==> config.mk <==
export PLATFORM = sky130hd
export DESIGN_NAME = flip_game_engine
export DESIGN_NICKNAME = d
export VERILOG_FILES = /design/src/rtl/flip_game_pkg.sv /design/src/rtl/flip_lfsr.sv /design/src/rtl/flip_game_engine.sv
export SDC_FILE = /design/constraint.sdc
export NUM_CORES = 1
export LEC_CHECK = 0
export ABC_CLOCK_PERIOD_IN_PS = 5500
export CORE_UTILIZATION = 54
export DETAILED_ROUTE_END_ITERATION = 8
export PLACE_DENSITY = 0.88
export SLEW_MARGIN = 20
export SYNTH_ARGS = -nofsm -noshare
export SYNTH_HDL_FRONTEND = slang
export SYNTH_HIERARCHICAL = 1
export SYNTH_SLANG_ARGS = --single-unit
==> constraint.sdc <==
create_clock -name clock -period 5.5 [get_ports clock]
set_clock_uncertainty 0.15 [all_clocks]
set_input_delay 1.1 -clock clock [delete_from_list [all_inputs] [get_ports clock]]
set_output_delay 1.1 -clock clock [all_outputs]
set_load 0.02 [all_outputs]
==> src/rtl/flip_game_pkg.sv <==
// Shared types and helpers for the falling-letter game engine.
// Holds the game state encoding, the row-width derivation and the LFSR step function.
package flip_game_pkg;

  typedef enum logic [1:0] {
    StIdle = 2'd0,
    StPlay = 2'd1,
    StOver = 2'd2
  } state_e;

  // Galois feedback mask for taps 16,14,13,11 (right-shifting form)
  localparam logic [15:0] LfsrTaps = 16'hB400;

  function automatic int unsigned calc_yw(int unsigned rows);
    return (rows > 1) ? $clog2(rows) : 1;
  endfunction

  function automatic logic [15:0] lfsr_next(logic [15:0] v);
    return v[0] ? ((v >> 1) ^ LfsrTaps) : (v >> 1);
  endfunction

endpackage

==> src/rtl/flip_lfsr.sv <==
// 16-bit Galois LFSR that can advance several steps in one clock,
// so that columns spawning together each get their own letter.
module flip_lfsr
  import flip_game_pkg::*;
#(
  parameter int unsigned MaxSteps = 1,
  parameter int unsigned StepW    = 1
) (
  input  logic             clock,
  input  logic             reset_signal,
  input  logic [StepW-1:0] step,
  input  logic [15:0]      seed,
  output logic [15:0]      value
);

  logic [15:0] state_q, state_d;

  always_comb begin
    state_d = state_q;
    for (int unsigned i = 0; i < MaxSteps; i++) begin
      if (i < 32'(step)) begin
        state_d = lfsr_next(state_d);
      end
    end
  end

  always_ff @(posedge clock) begin
    if (reset_signal) begin
      state_q <= seed;
    end else begin
      state_q <= state_d;
    end
  end

  assign value = state_q;

endmodule

==> src/rtl/flip_game_engine.sv <==
// Multi-column falling-letter game: fall divider with score-driven speed-up,
// staggered respawn, oldest-match submit resolution and IDLE/PLAY/OVER control.
module flip_game_engine
  import flip_game_pkg::*;
#(
  parameter int unsigned NUM_COLS      = 3,
  parameter int unsigned DATA_W        = 8,
  parameter int unsigned ROWS          = 30,
  parameter int unsigned SCORE_W       = 8,
  parameter int unsigned FALL_DIV_INIT = 25000000,
  parameter int unsigned FALL_DIV_MIN  = 2500000,
  parameter int unsigned SPEEDUP_STEP  = 1250000,
  parameter int unsigned SPEEDUP_EVERY = 4,
  parameter int unsigned RESPAWN_TICKS = 2,
  parameter logic [15:0] LFSR_SEED     = 16'hACE1,
  localparam int unsigned YW           = calc_yw(ROWS)
) (
  input  logic                       clock,
  input  logic                       reset_signal,
  input  logic                       start,
  input  logic                       submit,
  input  logic [DATA_W-1:0]          user_input,
  output logic [NUM_COLS*YW-1:0]     ypos,
  output logic [NUM_COLS*DATA_W-1:0] letter,
  output logic [NUM_COLS-1:0]        active,
  output logic [SCORE_W-1:0]         score,
  output logic                       game_over,
  output logic                       playing
);

  localparam int unsigned DivW     = $clog2(FALL_DIV_INIT + 1);
  localparam int unsigned RespMax  = (NUM_COLS > RESPAWN_TICKS) ? NUM_COLS : RESPAWN_TICKS;
  localparam int unsigned RW       = $clog2(RespMax + 1);
  localparam int unsigned StepW    = $clog2(NUM_COLS + 1);
  localparam int unsigned PtsW     = (SPEEDUP_EVERY > 1) ? $clog2(SPEEDUP_EVERY) : 1;
  localparam logic [PtsW-1:0] PtsLast = PtsW'(SPEEDUP_EVERY - 1);
  localparam logic [YW-1:0]   YLast   = YW'(ROWS - 1);

  state_e                               state_q, state_d;
  logic [DivW-1:0]                      div_cnt_q, div_cnt_d;
  logic [DivW-1:0]                      reload_q, reload_d;
  logic [DivW-1:0]                      reload_nxt_q, reload_nxt_d;
  logic [SCORE_W-1:0]                   score_q, score_d;
  logic [PtsW-1:0]                      pts_q, pts_d;
  logic [NUM_COLS-1:0]                  active_q, active_d;
  logic [NUM_COLS-1:0][YW-1:0]          ypos_q, ypos_d;
  logic [NUM_COLS-1:0][DATA_W-1:0]      letter_q, letter_d;
  logic [NUM_COLS-1:0][RW-1:0]          respawn_q, respawn_d;

  logic                tick;
  logic                overflow;
  logic [NUM_COLS-1:0] win_oh;
  logic [NUM_COLS-1:0] clear;
  logic                win_found;
  logic [YW-1:0]       win_ypos;
  logic [DivW-1:0]     reload_fast;
  logic [15:0]         lfsr_value;
  logic [15:0]         lfsr_chain;
  logic [StepW-1:0]    lfsr_step;
  logic [DATA_W-1:0]   new_letter;

  flip_lfsr #(
    .MaxSteps (NUM_COLS),
    .StepW    (StepW)
  ) u_lfsr (
    .clock        (clock),
    .reset_signal (reset_signal),
    .step         (lfsr_step),
    .seed         (LFSR_SEED),
    .value        (lfsr_value)
  );

  assign tick = (state_q == StPlay) && (div_cnt_q == reload_q - DivW'(1));

  // Floor the divider without letting the subtraction wrap
  assign reload_fast = (32'(reload_nxt_q) >= FALL_DIV_MIN + SPEEDUP_STEP) ?
                       reload_nxt_q - DivW'(SPEEDUP_STEP) : DivW'(FALL_DIV_MIN);

  // Oldest matching column wins; strict compare keeps the lowest index on ties
  always_comb begin
    win_oh    = '0;
    win_found = 1'b0;
    win_ypos  = '0;
    for (int unsigned c = 0; c < NUM_COLS; c++) begin
      if (active_q[c] && (letter_q[c] == user_input) &&
          (!win_found || (ypos_q[c] > win_ypos))) begin
        win_oh    = '0;
        win_oh[c] = 1'b1;
        win_found = 1'b1;
        win_ypos  = ypos_q[c];
      end
    end
  end

  always_comb begin
    state_d      = state_q;
    div_cnt_d    = div_cnt_q;
    reload_d     = reload_q;
    reload_nxt_d = reload_nxt_q;
    score_d      = score_q;
    pts_d        = pts_q;
    active_d     = active_q;
    ypos_d       = ypos_q;
    letter_d     = letter_q;
    respawn_d    = respawn_q;
    lfsr_chain   = lfsr_value;
    lfsr_step    = '0;
    overflow     = 1'b0;
    new_letter   = '0;
    clear        = submit ? win_oh : '0;

    unique case (state_q)
      StIdle, StOver: begin
        if (start) begin
          state_d      = StPlay;
          div_cnt_d    = '0;
          reload_d     = DivW'(FALL_DIV_INIT);
          reload_nxt_d = DivW'(FALL_DIV_INIT);
          score_d      = '0;
          pts_d        = '0;
          active_d     = '0;
          ypos_d       = '0;
          letter_d     = '0;
          for (int unsigned c = 0; c < NUM_COLS; c++) begin
            respawn_d[c] = RW'(c);
          end
        end
      end

      StPlay: begin
        // A pending speed-up only takes effect at the wrap
        if (tick) begin
          div_cnt_d = '0;
          reload_d  = reload_nxt_q;
        end else begin
          div_cnt_d = div_cnt_q + DivW'(1);
        end

        if (clear != '0) begin
          active_d = active_q & ~clear;
          for (int unsigned c = 0; c < NUM_COLS; c++) begin
            if (clear[c]) begin
              respawn_d[c] = RW'(RESPAWN_TICKS);
            end
          end
          if (score_q != '1) begin
            score_d = score_q + SCORE_W'(1);
            if (pts_q == PtsLast) begin
              pts_d        = '0;
              reload_nxt_d = reload_fast;
            end else begin
              pts_d = pts_q + PtsW'(1);
            end
          end
        end

        if (tick) begin
          for (int unsigned c = 0; c < NUM_COLS; c++) begin
            if (!clear[c]) begin
              if (active_q[c]) begin
                if (ypos_q[c] == YLast) begin
                  overflow = 1'b1;
                end else begin
                  ypos_d[c] = ypos_q[c] + YW'(1);
                end
              end else if (respawn_q[c] == '0) begin
                active_d[c] = 1'b1;
                ypos_d[c]   = '0;
                lfsr_chain  = lfsr_next(lfsr_chain);
                new_letter  = lfsr_chain[DATA_W-1:0];
                letter_d[c] = (new_letter == '0) ? DATA_W'(1) : new_letter;
                lfsr_step   = lfsr_step + StepW'(1);
              end else begin
                respawn_d[c] = respawn_q[c] - RW'(1);
              end
            end
          end
        end

        if (overflow) begin
          state_d = StOver;
        end
      end

      default: state_d = StIdle;
    endcase
  end

  always_ff @(posedge clock) begin
    if (reset_signal) begin
      state_q      <= StIdle;
      div_cnt_q    <= '0;
      reload_q     <= DivW'(FALL_DIV_INIT);
      reload_nxt_q <= DivW'(FALL_DIV_INIT);
      score_q      <= '0;
      pts_q        <= '0;
      active_q     <= '0;
      ypos_q       <= '0;
      letter_q     <= '0;
      respawn_q    <= '0;
    end else begin
      state_q      <= state_d;
      div_cnt_q    <= div_cnt_d;
      reload_q     <= reload_d;
      reload_nxt_q <= reload_nxt_d;
      score_q      <= score_d;
      pts_q        <= pts_d;
      active_q     <= active_d;
      ypos_q       <= ypos_d;
      letter_q     <= letter_d;
      respawn_q    <= respawn_d;
    end
  end

  assign ypos      = ypos_q;
  assign letter    = letter_q;
  assign active    = active_q;
  assign score     = score_q;
  assign game_over = (state_q == StOver);
  assign playing   = (state_q == StPlay);

endmodule

Word level (Yosys, flattened, before mapping)
Cells that the tools add are included.
{ "word_totals": {"out_inout_bits": 52, "in_bits": 12, "word_cells": 238, "ff_bits": 151} }
{ "classes": {"add_sub_neg": 13, "reduce_logical": 31, "n_lt_le_gt_ge": 6, "muxes": 133, "n_eq_ne": 32, "n_bitwise": 6} }
{ "op_table": {"columns": ["cell", "n"], "rows": [
  ["$mux W25", 8],
  ["$mux W16", 11],
  ["$pmux W25 S2", 3],
  ["$mux W8", 15],
  ["$mux W15", 7],
  ["$mux W5", 14],
  ["$mux W2", 31],
  ["$mux W24", 2],
  ["$pmux W24 S2", 1],
  ["$reduce_and A6 Y1", 6],
  ["$pmux W15 S2", 1],
  ["$mux W1", 26],
  ["$add A25 B1 Y25 const B", 1],
  ["$eq A25 B25 Y1", 1],
  ["$ge A25 B22 Y1 const B", 1],
  ["$sub A25 B1 Y25 const B", 1],
  ["$sub A25 B21 Y25 const B", 1],
  ["$eq A8 B8 Y1", 3],
  ["$logic_not A8 Y1", 3],
  ["$mux W6", 3],
  ["$ne A2 B1 Y1 const B", 8],
  ["$pmux W8 S2", 1],
  ["$add A5 B1 Y5 const B", 3],
  ["$eq A5 B5 Y1 const B", 3],
  ["other kinds (31)", 67]
]} }

Logic depth before layout (Yosys ltp)
{ "logic_depth": {"ltp_word": 35, "mapped_depth": 21, "mapped_depth_nobuf": 21} }

Modules after synthesis
Netlist, hierarchy kept.
{ "by_module_without_submodules": {"columns": ["mod", "cells_each", "instances", "seq_area_each_um2", "area_each_um2"], "rows": [
  ["flip_game_engine", 987, 1, 2542.4, 7737.4],
  ["flip_lfsr", 113, 1, 320.3, 963.4]
]} }

Worst setup path after synthesis
Ideal clock, no wire load.
{ "synth_timing": {"path_kind": "input-to-reg", "from": "in user_input[1]", "to": "reg letter_q (netlist bit letter[12])", "arrival_ns": 5.298, "slack_ns": -0.018, "setup_ns": 0.070, "stages": 20, "n_path_buf": 0, "path_cell_list": "xnor2_1 -> nand4_1 -> nor3_1 -> nand2_1 -> ha_1 -> a21oi_1 -> a21boi_0 -> o32ai_1 -> a21oi_1 -> mux2_2 -> ha_1 -> nand3_1 -> a21boi_0 -> o32ai_1 -> o21ai_0 -> a211oi_1 -> nand4b_1 -> a21oi_2 -> nand2b_1 -> a21oi_1"} }
{ "synth_via": {"elab_chain_cells": 23, "word_cells_on_any_way": 35, "cone_classes": "2 x order compare; 4 x eq/ne; 18 x mux; 11 x reduce/logical"} }
{ "synth_lines": {"columns": ["item", "line_no", "text"], "rows": [
  ["start: declaration", "flip_game_engine.sv:22", "input logic [DATA_W-1:0] user_input,"],
  ["$eq A8 B8 Y1", "flip_game_engine.sv:85", "if (active_q[c] && (letter_q[c] == user_input) &&"],
  ["$logic_and A1 B1 Y1", "flip_game_engine.sv:85", null],
  ["$mux W5 or $mux W1 (tied branches)", "flip_game_engine.sv:85", null],
  ["$gt A5 B5 Y1 or $logic_not A1 Y1 (tied branches)", "flip_game_engine.sv:86", "(!win_found || (ypos_q[c] > win_ypos))) begin"],
  ["$logic_or A1 B1 Y1", "flip_game_engine.sv:86", null],
  ["$logic_and A1 B1 Y1", "flip_game_engine.sv:85", null],
  ["$mux W5 or $mux W1 (tied branches)", "flip_game_engine.sv:85", null],
  ["$gt A5 B5 Y1 or $logic_not A1 Y1 (tied branches)", "flip_game_engine.sv:86", null],
  ["[7 not listed]", null, null],
  ["$mux W14", "flip_game_pkg.sv:19", "return v[0] ? ((v >> 1) ^ LfsrTaps) : (v >> 1);"],
  ["$logic_not A8 Y1", "flip_game_engine.sv:171", "letter_d[c] = (new_letter == '0) ? DATA_W'(1) : new_letter;"],
  ["$mux W8", "flip_game_engine.sv:171", null],
  ["$mux W8", "flip_game_engine.sv:166", "end else if (respawn_q[c] == '0) begin"],
  ["$mux W8", "flip_game_engine.sv:160", "if (active_q[c]) begin"],
  ["$mux W8", "flip_game_engine.sv:159", "if (!clear[c]) begin"],
  ["$mux W24", "flip_game_engine.sv:157", "if (tick) begin"],
  ["$pmux W24 S2", "flip_game_engine.sv:112", "unique case (state_q)"],
  ["end signal: assignment", "flip_game_engine.sv:210", "letter_q <= letter_d;"],
  ["end: declaration", "flip_game_engine.sv:47", "logic [NUM_COLS-1:0][DATA_W-1:0] letter_q, letter_d;"]
]} }
Mark *: on every way between the ends. The rest lies on a longest branch, timed or not. The select of a mux whose other input is x is not followed.
A chain may end at the register's enable or synchronous reset.

Final worst setup path
{ "layout_timing": {"from": "in user_input[5]", "to": "reg ypos_q (netlist bit ypos[8])"} }
{ "layout_via": {"elab_chain_cells": 14, "word_cells_on_any_way": 23, "cone_classes": "2 x order compare; 4 x eq/ne; 7 x mux; 10 x reduce/logical"} }
{ "layout_lines": {"columns": ["item", "line_no", "text"], "rows": [
  ["$eq A8 B8 Y1", "flip_game_engine.sv:85", null],
  ["$logic_and A1 B1 Y1", "flip_game_engine.sv:85", null],
  ["$mux W5 or $mux W1 (tied branches)", "flip_game_engine.sv:85", null],
  ["$gt A5 B5 Y1 or $logic_not A1 Y1 (tied branches)", "flip_game_engine.sv:86", null],
  ["$logic_or A1 B1 Y1", "flip_game_engine.sv:86", null],
  ["$logic_and A1 B1 Y1", "flip_game_engine.sv:85", null],
  ["$mux W5 or $mux W1 (tied branches)", "flip_game_engine.sv:85", null],
  ["$gt A5 B5 Y1 or $logic_not A1 Y1 (tied branches)", "flip_game_engine.sv:86", null],
  ["$logic_or A1 B1 Y1", "flip_game_engine.sv:86", null],
  ["$logic_and A1 B1 Y1", "flip_game_engine.sv:85", null],
  ["$mux W3 *", "flip_game_engine.sv:85", null],
  ["$mux W3 *", "flip_game_engine.sv:110", "clear = submit ? win_oh : '0;"],
  ["$ne A2 B2 Y1 (no source line) *", null, null],
  ["$reduce_and A6 Y1 (no source line) *", null, null],
  ["end signal: assignment", "flip_game_engine.sv:209", "ypos_q <= ypos_d;"],
  ["end: declaration", "flip_game_engine.sv:46", "logic [NUM_COLS-1:0][YW-1:0] ypos_q, ypos_d;"]
]} }
Mark *: on every way between the ends. The rest lies on a longest branch, timed or not.

==> results.json <==
{
  "dr_wl_met2_um": 12100,
  "crit_path_end_kind": "register",
  "htree_levels": 4,
  "start_kind": "primary input",
  "port_buffers": 63,
  "hold_path.startpoint": "pts_q[1]",
  "initialDrtViolationCount": 986,
  "initial_utilization_pct": 55.0,
  "post-route-period-util_pct": 98.2,
  "path_class": "in -> reg",
  "slew_headroom_pct": 32.2,
  "numClockSinks": 143,
  "slowest_delay_ns": 0.53,
  "avgSynthCellArea_um2": 7.91,
  "slowest_stage": "or4_1",
  "cts-root-buf": "clkbuf_16",
  "irDropWorstVdd_mv": 0.254,
  "fp.dieW_um": 129,
  "pwr_density_cell_nw_per_um2": 257,
  "wl_met1_um": 10500,
  "hp-class": "reg -> reg",
  "critical_path.top_delay_family": "simple AND/OR/NAND/NOR gates",
  "highest_layer": "met4",
  "routabilityCongestion": 0.943,
  "synth-edff-count": 0,
  "cp_data_required_time_ns": 5.71,
  "grt_overflow_total": 0,
  "viasPerCell": 6.22,
  "yosysSeqAreaShare_pct": 32.9,
  "ff2ff_setup_slack_ns": 0.47,
  "worst_pin_slew_ns": 1.01,
  "status": "finished, final reports clean",
  "antenna_found_initial": 0,
  "routed_wl_um": 25200,
  "synthCells": 1100,
  "layout_commonest_cell": "dfxtp_1",
  "setup_violations": 0,
  "syn_area_um2": 8700,
  "cts_buffer_depth": 2,
  "dpl.hpwl_um": 16400,
  "routedWlPerCell_um": 17.8,
  "drive_gt1_share_pct": 11.0,
  "cts_buffers": 17,
  "num_rows": 46,
  "dieArea_um2": 16600,
  "vias": 8809,
  "fill_cells": 1154,
  "cts.clk_slew.worst_paths_ns": 0.06,
  "insertion_delay_ns": 0.44,
  "finalMaxSlewViolations": 0,
  "max_freq_ghz": 0.185,
  "p_leak_nw": 3.97,
  "die_h_um": 129,
  "cts_hold_buf": 0,
  "ys_ff_latch": 143,
  "critical_path_depth": 24,
  "fin_crit_ns": 5.40,
  "r2r-end": "ypos[8]",
  "hold_path_depth": 2,
  "io_pins": 64,
  "yosys_warnings": 6,
  "dr_wl_met3_um": 2050,
  "first_pass_iters": 6,
  "drc": 0,
  "async_flop_share_pct": 0,
  "placed_area_um2": 9690,
  "reg2reg_from": "letter[2]",
  "final_cells": 1416,
  "fin_area_um2": 10500,
  "core_region_area_um2": 15800,
  "cp.arrival_ns": 5.61,
  "n_antenna_cell": 0,
  "placed_cells": 1374,
  "path_buf_inv": 4,
  "ant_nets": 0,
  "hold_violations": 0,
  "area_growth_pct": 21.0,
  "cp_cell_sequence": "dlymetal6s2s_1 > xnor2_1 > nand3_2 > nor3_2 > buf_4 > nand2_1 > ha_1 > nand4_1 > nor2_1 > o32ai_2 > a21oi_2 > buf_4 > mux2_2 > ha_1 > nand4_1 > nor2_1 > o32ai_2 > o21ai_2 > a211oi_2 > buf_4 > nor2_2 > nand4_1 > or4_1 > a31oi_1",
  "mostFrequentLayoutCells": "dfxtp_1 (143), nor2_1 (117), nand2_1 (111), a21oi_1 (85), o21ai_0 (64)",
  "maxCapViolCount": 0,
  "cp_max_fo": 5,
  "fin_nets": 1224,
  "synthDistinctLibCells": 76,
  "synthFlopType": "dfxtp_1",
  "grt_pass1_vias": 7971,
  "cts_tree": "yes",
  "reg2reg_depth": 23,
  "grt_max_degree": 75,
  "grt_use_total_pct": 29.1,
  "whs_endpoint": "pts_q[1]",
  "grt_pass1_wl_um": 38600
}
==> where the power goes <==
group          switching, mW  internal (mW)
Clock                  0.469          0.764
Sequential            0.0484           1.07
Combinational          0.211          0.142
==> worst min-delay path: stages (launching register included) <==
cell	delay, ns
dfxtp_1	0.31
nand2_1	0.06
a21oi_1	0.05
==> how the worst max path moves through the flow <==
stage                   from    endpoint  slack (ns)
2_1_floorplan  user_input[1]  letter[12]      -0.006
3_3_place_gp   user_input[3]  letter[11]       -0.45
3_5_place_dp   user_input[4]   letter[8]       -0.74
4_1_cts        user_input[5]     ypos[8]      0.0007
5_1_grt        user_input[5]     ypos[8]       -0.08
6_report       user_input[5]     ypos[8]         0.1
==> synth_stat cells, types with 17 or more instances <==
library cell  count  share of area, %
dfxtp_1         143                33
nor2_1          119               5.1
nand2_1         113               4.9
a21oi_1          87               5.0
o21ai_0          66               3.8
xnor2_1          57               5.7
nand3_1          51               2.9
nor3_1           39               2.2
clkbuf_1         38               1.6
xor2_1           33               3.3
mux2i_1          31               3.6
ha_1             25               3.6
inv_1            24               1.0
a31oi_1          22               1.6
nand4_1          22               1.6
nand2b_1         17               1.2
==> metal layers <==
metal	track usage, %	up-vias
met5	0	-
met4	10.4	0
met3	5.90	80
met2	48.7	517
met1	37.2	4132
li1	-	4080
==> layout make-up <==
cell class	instances	area [µm²]	area share, %
repair buffers	108	998	9.48
clock buffers	21	480	4.56
flip-flops and latches	143	2860	27.2
well taps	216	270	2.57
multi-input cells	890	5660	53.8
clock inverters	11	155	1.47
inverters	27	101	0.963
==> cell families after synthesis <==
logic type / count (synthesis) / synth area share [%]
compound gates: 260 / 18.4
xor+xnor: 90 / 9.06
fa+ha+maj: 25 / 3.60
buf+inv: 81 / 3.97
flops: 143 / 32.9
mux: 44 / 5.59
other cells: 2 / 0.0863
simple gates: 455 / 26.4
==> sequential cells by signal, indices dropped and copies added (netlist names) <==
signal        cells
div_cnt_q        25
letter           24
reload_nxt_q     21
reload_q         21
u_lfsr/value     16
ypos             15
score             8
respawn_q         6
active            3
pts_q             2
state_q           2
==> metrics by stage <==
stage	hold slack, ns	total power, mW	utilization [%]	setup WS [ns]	TNS [ns]
floorplan	0.286	1.35	-	-0.00637	-0.00637
global placement	0.296	1.45	61.2	-0.446	-10.71
detailed placement	0.309	1.46	61.2	-0.737	-19.15
CTS	0.317	2.69	65.6	0.000690	0
global route	0.349	2.78	66.5	-0.0832	-0.279
finish	0.317	2.70	66.5	0.0988	0
==> what timing repair did <==
| item | in CTS | in global routing |
|---|---|---|
| gates cloned | 0 | 0 |
| pin swaps | 6 | 20 |
| buffers inserted | 3 | 7 |
| gates resized for setup | 7 | 23 |
| setup endpoints to repair | 31 | 34 |
Note: power is estimated with default switching activity, not from simulation.
